--- config.mk ---
export PLATFORM = sky130hd
export DESIGN_NAME = i2c_target_regfile
export DESIGN_NICKNAME = d
export VERILOG_FILES = /design/src/rtl/i2c_tgt_pkg.sv /design/src/rtl/i2c_tgt_sync.sv /design/src/rtl/i2c_target_regfile.sv
export SDC_FILE = /design/constraint.sdc
export NUM_CORES = 1
export LEC_CHECK = 0
export ABC_AREA = 0
export CORE_UTILIZATION = 62
export DETAILED_ROUTE_END_ITERATION = 12
export MAX_ROUTING_LAYER = met4
export PLACE_DENSITY = 0.8
export SLEW_MARGIN = 40
export SYNTH_ARGS = -nofsm -noshare
export SYNTH_HDL_FRONTEND = slang
export SYNTH_SLANG_ARGS = --single-unit
--- constraint.sdc ---
create_clock -name clk -period 6.8 [get_ports clk]
set_input_delay 0.68 -clock clk [delete_from_list [all_inputs] [get_ports clk]]
set_output_delay 0.68 -clock clk [all_outputs]
set_load 0.01 [all_outputs]
--- src/rtl/i2c_tgt_pkg.sv ---
// Shared types and constants for the I2C target register file.
package i2c_tgt_pkg;

  localparam int unsigned I2C_ADDR_W = 7;
  localparam int unsigned I2C_DATA_W = 8;
  localparam logic [I2C_ADDR_W-1:0] GENCALL_ADDR = 7'h00;

  typedef enum logic [3:0] {
    IDLE,
    ADDR,
    ADDR_ACK,
    PTR,
    PTR_ACK,
    WDATA,
    WDATA_ACK,
    RDATA,
    RDATA_ACK,
    IGNORE
  } state_t;

endpackage

--- src/rtl/i2c_tgt_sync.sv ---
// Two-flop synchronizers for SCL/SDA plus edge, START and STOP detection.
module i2c_tgt_sync (
  input  logic clk,
  input  logic rst,
  input  logic scl,
  input  logic sda_in,
  output logic scl_rise,
  output logic scl_fall,
  output logic start_det,
  output logic stop_det,
  output logic sda_sync
);

  logic [1:0] scl_ff;
  logic [1:0] sda_ff;
  logic       scl_d;
  logic       sda_d;
  logic [1:0] fill;
  logic       live;

  // Synchronizer chains, one-cycle history, and a fill counter that masks
  // edges until every stage holds a real sample (the flops preset to 1, so
  // a bus parked with SDA low would otherwise look like a START after reset).
  always_ff @(posedge clk or posedge rst) begin
    if (rst) begin
      scl_ff <= '1;
      sda_ff <= '1;
      scl_d  <= 1'b1;
      sda_d  <= 1'b1;
      fill   <= '0;
    end else begin
      scl_ff <= {scl_ff[0], scl};
      sda_ff <= {sda_ff[0], sda_in};
      scl_d  <= scl_ff[1];
      sda_d  <= sda_ff[1];
      if (fill != 2'd3) fill <= fill + 2'd1;
    end
  end

  // Edge and bus-condition decode on the synchronized values.
  always_comb begin
    live      = (fill == 2'd3);
    sda_sync  = sda_ff[1];
    scl_rise  = live &  scl_ff[1] & ~scl_d;
    scl_fall  = live & ~scl_ff[1] &  scl_d;
    start_det = live & scl_ff[1] & scl_d &  sda_d & ~sda_ff[1];
    stop_det  = live & scl_ff[1] & scl_d & ~sda_d &  sda_ff[1];
  end

endmodule

--- src/rtl/i2c_target_regfile.sv ---
// I2C target with an 8-bit register file: first write byte sets the
// pointer, further write bytes store at the pointer, reads stream from it.
// Optional: define I2C_TGT_GENCALL_EN to also accept general-call writes.
module i2c_target_regfile
  import i2c_tgt_pkg::*;
#(
  parameter logic [I2C_ADDR_W-1:0] TGT_ADDR  = 7'h50,
  parameter int unsigned           MEM_DEPTH = 16,
  localparam int unsigned          PW        = $clog2(MEM_DEPTH)
) (
  input  logic                  clk,
  input  logic                  rst,
  input  logic                  scl,
  input  logic                  sda_in,
  output logic                  sda_oe,
  output logic                  busy,
  output logic                  wr_strobe,
  output logic [PW-1:0]         wr_addr,
  output logic [I2C_DATA_W-1:0] wr_data,
  output logic [2:0]            bit_cnt
);

  state_t                state;
  logic [I2C_DATA_W-1:0] shreg;
  logic [I2C_DATA_W-1:0] rx_byte;
  logic [PW-1:0]         ptr;
  logic                  ack_on;
  logic                  rw;
  logic                  addr_hit;
  logic [I2C_DATA_W-1:0] mem [MEM_DEPTH];

  logic scl_rise, scl_fall, start_det, stop_det, sda_s;

  i2c_tgt_sync u_sync (
    .clk       (clk),
    .rst       (rst),
    .scl       (scl),
    .sda_in    (sda_in),
    .scl_rise  (scl_rise),
    .scl_fall  (scl_fall),
    .start_det (start_det),
    .stop_det  (stop_det),
    .sda_sync  (sda_s)
  );

  // Byte completed by the current SCL rise and its address decode.
  always_comb begin
    rx_byte  = {shreg[I2C_DATA_W-2:0], sda_s};
    addr_hit = (rx_byte[7:1] == TGT_ADDR);
`ifdef I2C_TGT_GENCALL_EN
    if (rx_byte[7:1] == GENCALL_ADDR && !rx_byte[0]) addr_hit = 1'b1;
`endif
  end

  // Protocol FSM, register file and registered outputs. ACK states use
  // ack_on to tell the fall that starts the ninth bit from the fall ending it.
  always_ff @(posedge clk or posedge rst) begin
    if (rst) begin
      state     <= IDLE;
      sda_oe    <= 1'b0;
      busy      <= 1'b0;
      wr_strobe <= 1'b0;
      wr_addr   <= '0;
      wr_data   <= '0;
      bit_cnt   <= 3'd7;
      ptr       <= '0;
      shreg     <= '0;
      ack_on    <= 1'b0;
      rw        <= 1'b0;
      for (int unsigned i = 0; i < MEM_DEPTH; i++) mem[i] <= '0;
    end else begin
      wr_strobe <= 1'b0;
      if (start_det) begin
        state   <= ADDR;
        bit_cnt <= 3'd7;
        sda_oe  <= 1'b0;
        busy    <= 1'b0;
        ack_on  <= 1'b0;
      end else if (stop_det) begin
        state   <= IDLE;
        bit_cnt <= 3'd7;
        sda_oe  <= 1'b0;
        busy    <= 1'b0;
        ack_on  <= 1'b0;
      end else begin
        case (state)
          ADDR, PTR, WDATA: begin
            if (scl_rise) begin
              shreg <= rx_byte;
              if (bit_cnt == 3'd0) begin
                bit_cnt <= 3'd7;
                ack_on  <= 1'b0;
                if (state == ADDR) begin
                  if (addr_hit) begin
                    state <= ADDR_ACK;
                    busy  <= 1'b1;
                    rw    <= rx_byte[0];
                  end else begin
                    state <= IGNORE;
                  end
                end else if (state == PTR) begin
                  ptr   <= rx_byte[PW-1:0];
                  state <= PTR_ACK;
                end else begin
                  mem[ptr]  <= rx_byte;
                  wr_strobe <= 1'b1;
                  wr_addr   <= ptr;
                  wr_data   <= rx_byte;
                  ptr       <= ptr + PW'(1);
                  state     <= WDATA_ACK;
                end
              end else begin
                bit_cnt <= bit_cnt - 3'd1;
              end
            end
          end
          ADDR_ACK, PTR_ACK, WDATA_ACK: begin
            if (scl_fall) begin
              if (!ack_on) begin
                sda_oe <= 1'b1;
                ack_on <= 1'b1;
              end else begin
                ack_on <= 1'b0;
                if (state == ADDR_ACK && rw) begin
                  state  <= RDATA;
                  shreg  <= mem[ptr];
                  sda_oe <= ~mem[ptr][7];
                end else begin
                  state  <= (state == ADDR_ACK) ? PTR : WDATA;
                  sda_oe <= 1'b0;
                end
              end
            end
          end
          RDATA: begin
            if (scl_rise) begin
              if (bit_cnt == 3'd0) begin
                bit_cnt <= 3'd7;
                ack_on  <= 1'b0;
                state   <= RDATA_ACK;
              end else begin
                bit_cnt <= bit_cnt - 3'd1;
              end
            end
            if (scl_fall) begin
              shreg  <= {shreg[I2C_DATA_W-2:0], 1'b0};
              sda_oe <= ~shreg[I2C_DATA_W-2];
            end
          end
          RDATA_ACK: begin
            if (scl_fall) begin
              if (!ack_on) begin
                sda_oe <= 1'b0;
                ack_on <= 1'b1;
                ptr    <= ptr + PW'(1);
              end else begin
                ack_on <= 1'b0;
                state  <= RDATA;
                shreg  <= mem[ptr];
                sda_oe <= ~mem[ptr][7];
              end
            end else if (scl_rise && ack_on && sda_s) begin
              state <= IGNORE;
            end
          end
          IDLE, IGNORE: ;
          default: state <= IDLE;
        endcase
      end
    end
  end

endmodule

Word-level counts from Yosys, hierarchy flattened --
Cells that the tools add are included.
Storage, ports and cells: flip-flop bits (word level) 171, input bits 4, output and inout bits 18, logic and storage cells 196
Operators by class: $add $sub $neg 3, $lt $le $gt $ge 2, eq/ne operators 36, muxes and demuxes 73, bitwise logic cells 20, reduce and logical (&&, ||, !) cells 30
Operators with widths (count):
- $bwmux 128 | 1
- $mux 4 | 19
- $mux 7 | 7
- $bmux 8 s4 | 1
- $demux 8 s4 | 1
- $ne 4x4->1 const B | 8
- $mux 1 | 28
- $pmux 7 s4 | 1
- $mux 8 | 3
- $ne 2x2->1 const B | 11
- $mux 3 | 7
- $pmux 4 s5 | 1
- $reduce_bool 3->1 | 6
- $eq 4x3->1 const B | 4
- $reduce_and 7->1 | 2
- $ne 4x1->1 const B | 3
- $ne 5x5->1 const B | 2
- $not 1->1 | 10
- $reduce_and 10->1 | 1
- $and 1x1->1 | 9
- $reduce_and 9->1 | 1
- $eq 4x2->1 const B | 2
- $eq 4x4->1 const B | 2
- $pmux 4 s2 | 1
- 26 further kinds | 33

Logic depth before layout (Yosys ltp) --
word-level depth 11, gate-level depth with buffers 8, depth with buffers taken out 7

By module --
A second synthesis with hierarchy kept.
Unflattened totals: cell total of the unflattened synthesis 697, area, all modules 8174.1 um2
By module, submodules not included:
- i2c_target_regfile | instances 1, cells each 679, area each 7877.6 um2, seq. area each 4082.7 um2
- i2c_tgt_sync | instances 1, cells each 18, area each 296.5 um2, seq. area each 207.7 um2

Worst setup path after synthesis --
Ideal clock, no wire load.
path type register to register, start register u_sync.fill[0], end register mem[24] (netlist bit), library setup time 0.125 ns, arrival 2.085 ns, required time 6.675 ns, path slack 4.591 ns, cell stages (with the launch flop) 8, buffers on the path 1, clock period less this slack 2.209 ns, path through dfrtp_1 -> ha_1 -> buf_4 -> nand3b_1 -> nor3_4 -> nand2_4 -> nor2_2 -> mux2_2
On the way: word-level cells in the longest chain between the ends 7, elaborated cells between the ends (all ways) 11, classes of those cells 1 x eq/ne; 9 x bitwise; 1 x reduce/logical
Ends and longest elaborated chain:
- from (decl) | line i2c_tgt_sync.sv:18 | logic [1:0] fill;
- from (signal assigned) | line i2c_tgt_sync.sv:36 | if (fill != 2'd3) fill <= fill + 2'd1;
- $eq 2x2->1 * | line i2c_tgt_sync.sv:42 | live = (fill == 2'd3);
- $and 1x1->1 * | line i2c_tgt_sync.sv:44, i2c_tgt_sync.sv:46, i2c_tgt_sync.sv:47
- $and 1x1->1 | line i2c_tgt_sync.sv:46, i2c_tgt_sync.sv:47
- $and 1x1->1, on equally long branches (2 in a row) | line i2c_tgt_sync.sv:47, i2c_tgt_sync.sv:46
- $not 1->1 (no line)
- $reduce_and 7->1 (no line) *
- to (signal, indexed assignment) | line i2c_target_regfile.sv:105 | mem[ptr] <= rx_byte;
- to (decl) | line i2c_target_regfile.sv:30 | logic [I2C_DATA_W-1:0] mem [MEM_DEPTH];
Every way passes the cells marked *; elsewhere a longest branch is shown, timed or not. A chain may end at the register's enable or synchronous reset.

Final worst setup path --
start register state[0], end register mem[25] (netlist bit)
On the way: word-level cells in the longest chain between the ends 3, elaborated cells between the ends (all ways) 7, classes of those cells 3 x eq/ne; 2 x bitwise; 2 x reduce/logical
Ends and longest elaborated chain:
- from (decl) | line i2c_target_regfile.sv:23 | state_t state;
- from (signal assigned) | line i2c_target_regfile.sv:129 | state <= (state == ADDR_ACK) ? PTR : WDATA;
- $eq 4x1->1 (tied with other cells) | line i2c_target_regfile.sv:86, i2c_target_regfile.sv:93
- $reduce_or 3->1 or $not 1->1 (tied branches)
- $reduce_and 7->1 (no line) *
Marked as above.

==> results.md <==
- In this run the deepest clock path goes through 2 buffers.
- The final-layout fill cell count is approximately 950.
- The worst pin sits at a relative slew slack of 0.429.
- The number of synthesized register bits is 171.
- For this run, global-route usage on met3 was measured as 0.0678.
- The DRC marker count from the first detailed-route iteration is 444.
- The aggregate global routing overflow is 0.
- The final antenna diode count is 0.
- The vias per cell is 6.52.
- The type of the worst setup path is reg2reg.
- The async set-reset flop share out of synthesis is 1.00.
- Entering global routing, the biggest net connects 97 pins.
- For the pin with the worst max-slew slack, the measured transition is 857 ps.
- The count of cells in the finished layout, fillers not included, comes to 820.
- For this run, the detailed router's first-pass iteration total came to 5.
- The footprint of the multi-input gates is 3820 µm².
- Walking the worst path, the cells encountered are nand4bb_1 > nor3_4 > buf_6 > nand2_4 > nor2_2 > mux2_2.
- The run finished with clean final reports.
- When the netlist entered floorplanning its net count stood at between 600 and 700.
- The worst voltage drop across the vdd grid is between 150 and 200 µV.
- The primary flip-flop cell chosen by synthesis mapping is dfrtp_1.
- The total count of max-transition violations in the final report is 0.
- The clock transition time at the flip-flop clock pins of the worst setup and hold paths is 60 ps.
- The number of sinks on the clock net is 171.
- Data on the critical path arrives at its endpoint at about 3200 ps.
- The slack of the worst reg-to-reg path is 3890 ps.
- The met2 usage is 0.449.
- For this run, design rule violations remaining after detail routing come to 0.
- For the final database, setup skew stands at 4.39 ps.
- The number of hold violations in the final report is 0.
- Summing all flip-flop and latch instances after layout gives 4300 µm².
- STA puts the critical path data required time at 7110 ps.
- By count the netlist is led by dfrtp_1 (162), mux2_2 (144), mux2i_1 (59).
- The portion of the post-synthesis area used by sequential elements is 0.514.
- Sorting the synthesized cells by area gives the leading types as dfrtp_1 (49%), mux2_2 (19%), mux2i_1 (7.1%), dfstp_2 (2.8%), a221oi_1 (2.0%).
- After detailed routing, the average wire length per cell comes to 22.3 µm.
- Buffers inserted to repair hold after CTS numbered 0.
- Setup violations remaining at the end of the flow were counted as 0.
- The HPWL after detailed placement is about 12000 µm.
- The starting utilization of the core area is 0.633.
- The maximum clock frequency is approximately 0.34 GHz.
- The standard cell area after detailed placement is around 8600 µm².
- The final cycle utilization of the critical path is 0.428.
- The number of rows created at floorplan is between 40 and 50.
- STA classifies the critical path endpoint as a register.
- The number of global-route vias before repair came to 5657.
- Power spread over the standard cell area amounts to approximately 250 nW/µm².
- In this run the vertical extent of the chip is 118 µm.
- Max-cap violations in this run came to 0.
- The synthesized instance count is about 640.
- During placement, the flow inserted port buffers numbering 21.
- Each instance of the synthesized netlist takes up on average 13.1 µm².
- The aggregate routed wire length is 18300 µm.
- Summing every instance area after synthesis gives 8350 µm².
- Setup repair after global routing left no endpoint under its margin.
- Detailed routing inserted a total of 5344 vias.
- The share of synthesized area in the top cell type comes to 0.486.
- The post-cts resize count is 0.
- Once placement completed, the tool counted placed cells totaling 791.
- The time the worst path needs with I/O delays and setup is 2910 ps.
- The min-delay analysis places its worst path in the category reg2reg.
- The first global-routing pass estimated 30800 µm of wire.
- The setup slack after placement is 3900 ps.
- The slowest stage of the critical path belongs to the cell dfrtp_1.
- The floorplan core area is about 13000 µm².
- The total routing resource utilization after global routing is 0.296.
- The design draws 2.26 mW.
- The setup total negative slack is 0 ps.
- At the end of the flow the core is filled with cells to 0.696.
- TritonCTS built the clock tree.
- Compared with the post-synthesis result, the final layout area differs by 9.91%.
- The highest cell delay on the worst timing path is 770 ps.
- The floorplan step defined a die boundary enclosing 13900 µm².
- The leakage power is 4.14 nW.
- The library cell used as clock root buffer is clkbuf_16.
- In this run the horizontal extent of the chip is between 100 and 150 µm.
- After routing the design area is 9170 µm².
- The H-tree was split into 4 levels.
- The initial antenna violation count is 0.
- After global routing, the most crowded layer is met2.
- Pin placement for this block handled 22 I/O pins.
- The cell accounting for the most synthesized area is dfrtp_1.
- The CTS buffer count is 17.
- Once routing completed, OpenROAD measured the worst setup slack at 3890 ps.
- The worst setup path is launched from a register.
- The met1 usage in global routing is 0.397.
- The synthesized design contains 0 enable-type register cells.
- Of the cells placed in the final design, the portion with a size suffix greater than 1 is 0.354.
- The count of warnings emitted by yosys is 0.
- The largest fanout on the critical path is 21.
- The number of nets with antenna violations after routing is 0.
- The clock reaches the later pin of the worst-skew pair after 430 ps.
- The count of buffers added by post-CTS timing repair for setup is 0.
- Yosys instantiated no cell more often than dfrtp_1.
- After synthesis, the netlist uses 62 different library cells.
- The tightest hold path in the finished design has a slack of roughly 350 ps.
- The weighted congestion at the end of routability-driven global placement is 0.906.
- The final layout net count is approximately 650.
worst paths after layout:
path | startpoint | to | cells after the start
min in group asynchronous | rst | mem[51]$_DFFE_PP0P_ | 2
worst max-delay path | state[0]$_DFFE_PP0P_ | mem[25]$_DFFE_PP0P_ | 6
worst min-delay path | u_sync.scl_ff[0]$_DFF_PP1_ | u_sync.scl_ff[1]$_DFF_PP1_ | 0
max in group asynchronous | rst | ptr[0]$_DFFE_PP0P_ | 3
worst max register to register | state[0]$_DFFE_PP0P_ | mem[25]$_DFFE_PP0P_ | 6
worst min register to register | u_sync.scl_ff[0]$_DFF_PP1_ | u_sync.scl_ff[1]$_DFF_PP1_ | 0
worst max-delay path, delay by kind of cell (launching register included):
family | cells | cell delay, ps
multiplexers | 1 | 400
flip-flops | 1 | 770
AND/OR/NAND/NOR | 4 | 1370
buffers and inverters | 1 | 250
state kept, by name, indices dropped and copies added (netlist names):
signal,count
mem,128
wr_data,8
shreg,7
ptr,4
state,4
wr_addr,4
bit_cnt,3
u_sync.fill,2
u_sync.scl_ff,2
u_sync.sda_ff,2
ack_on,1
busy,1
rw,1
sda_oe,1
u_sync.scl_d,1
u_sync.sda_d,1
wr_strobe,1
final cells by class:
type | count | share of cell area
sequential | 171 | 0.469
multi-input combinational | 411 | 0.416
clock buffer | 22 | 0.0528
timing repair buffer | 25 | 0.0270
tap | 176 | 0.0240
clock inverter | 7 | 0.00723
inverter | 8 | 0.00409
metal layers:
layer / wire length [µm] / vias to the layer above
li1: - / 2356
met3: 985 / 34
met4: 388 / 0
met1: 8170 / 2801
met2: 8740 / 153
met5: 0 / -
placed cells by master (no fill, tap or decap), drive strengths merged, types with 12 or more instances in the layout:
cell type,n
nand2,16
clkdlybuf4s50,21
nor2,23
a221oi,19
dfrtp,162
mux2i,59
a22o,12
mux2,144
clkbuf,22
power by group:
group / internal [mW] / switching (mW)
Clock: 0.535 / 0.381
Combinational: 0.0689 / 0.0678
Sequential: 1.05 / 0.161
Total: 1.65 / 0.609
cell families (layout without fill, tap and decap cells):
| logic type | after synthesis | in the layout | synth area share |
|---|---|---|---|
| compound gates | 97 | 97 | 0.0917 |
| mux | 207 | 207 | 0.276 |
| xor+xnor | 3 | 3 | 0.00315 |
| flops | 171 | 171 | 0.514 |
| fa+ha+maj | 7 | 7 | 0.0105 |
| simple gates | 97 | 97 | 0.0763 |
| buf+inv | 55 | 62 | 0.0285 |
(Power assumes the default switching activity.)
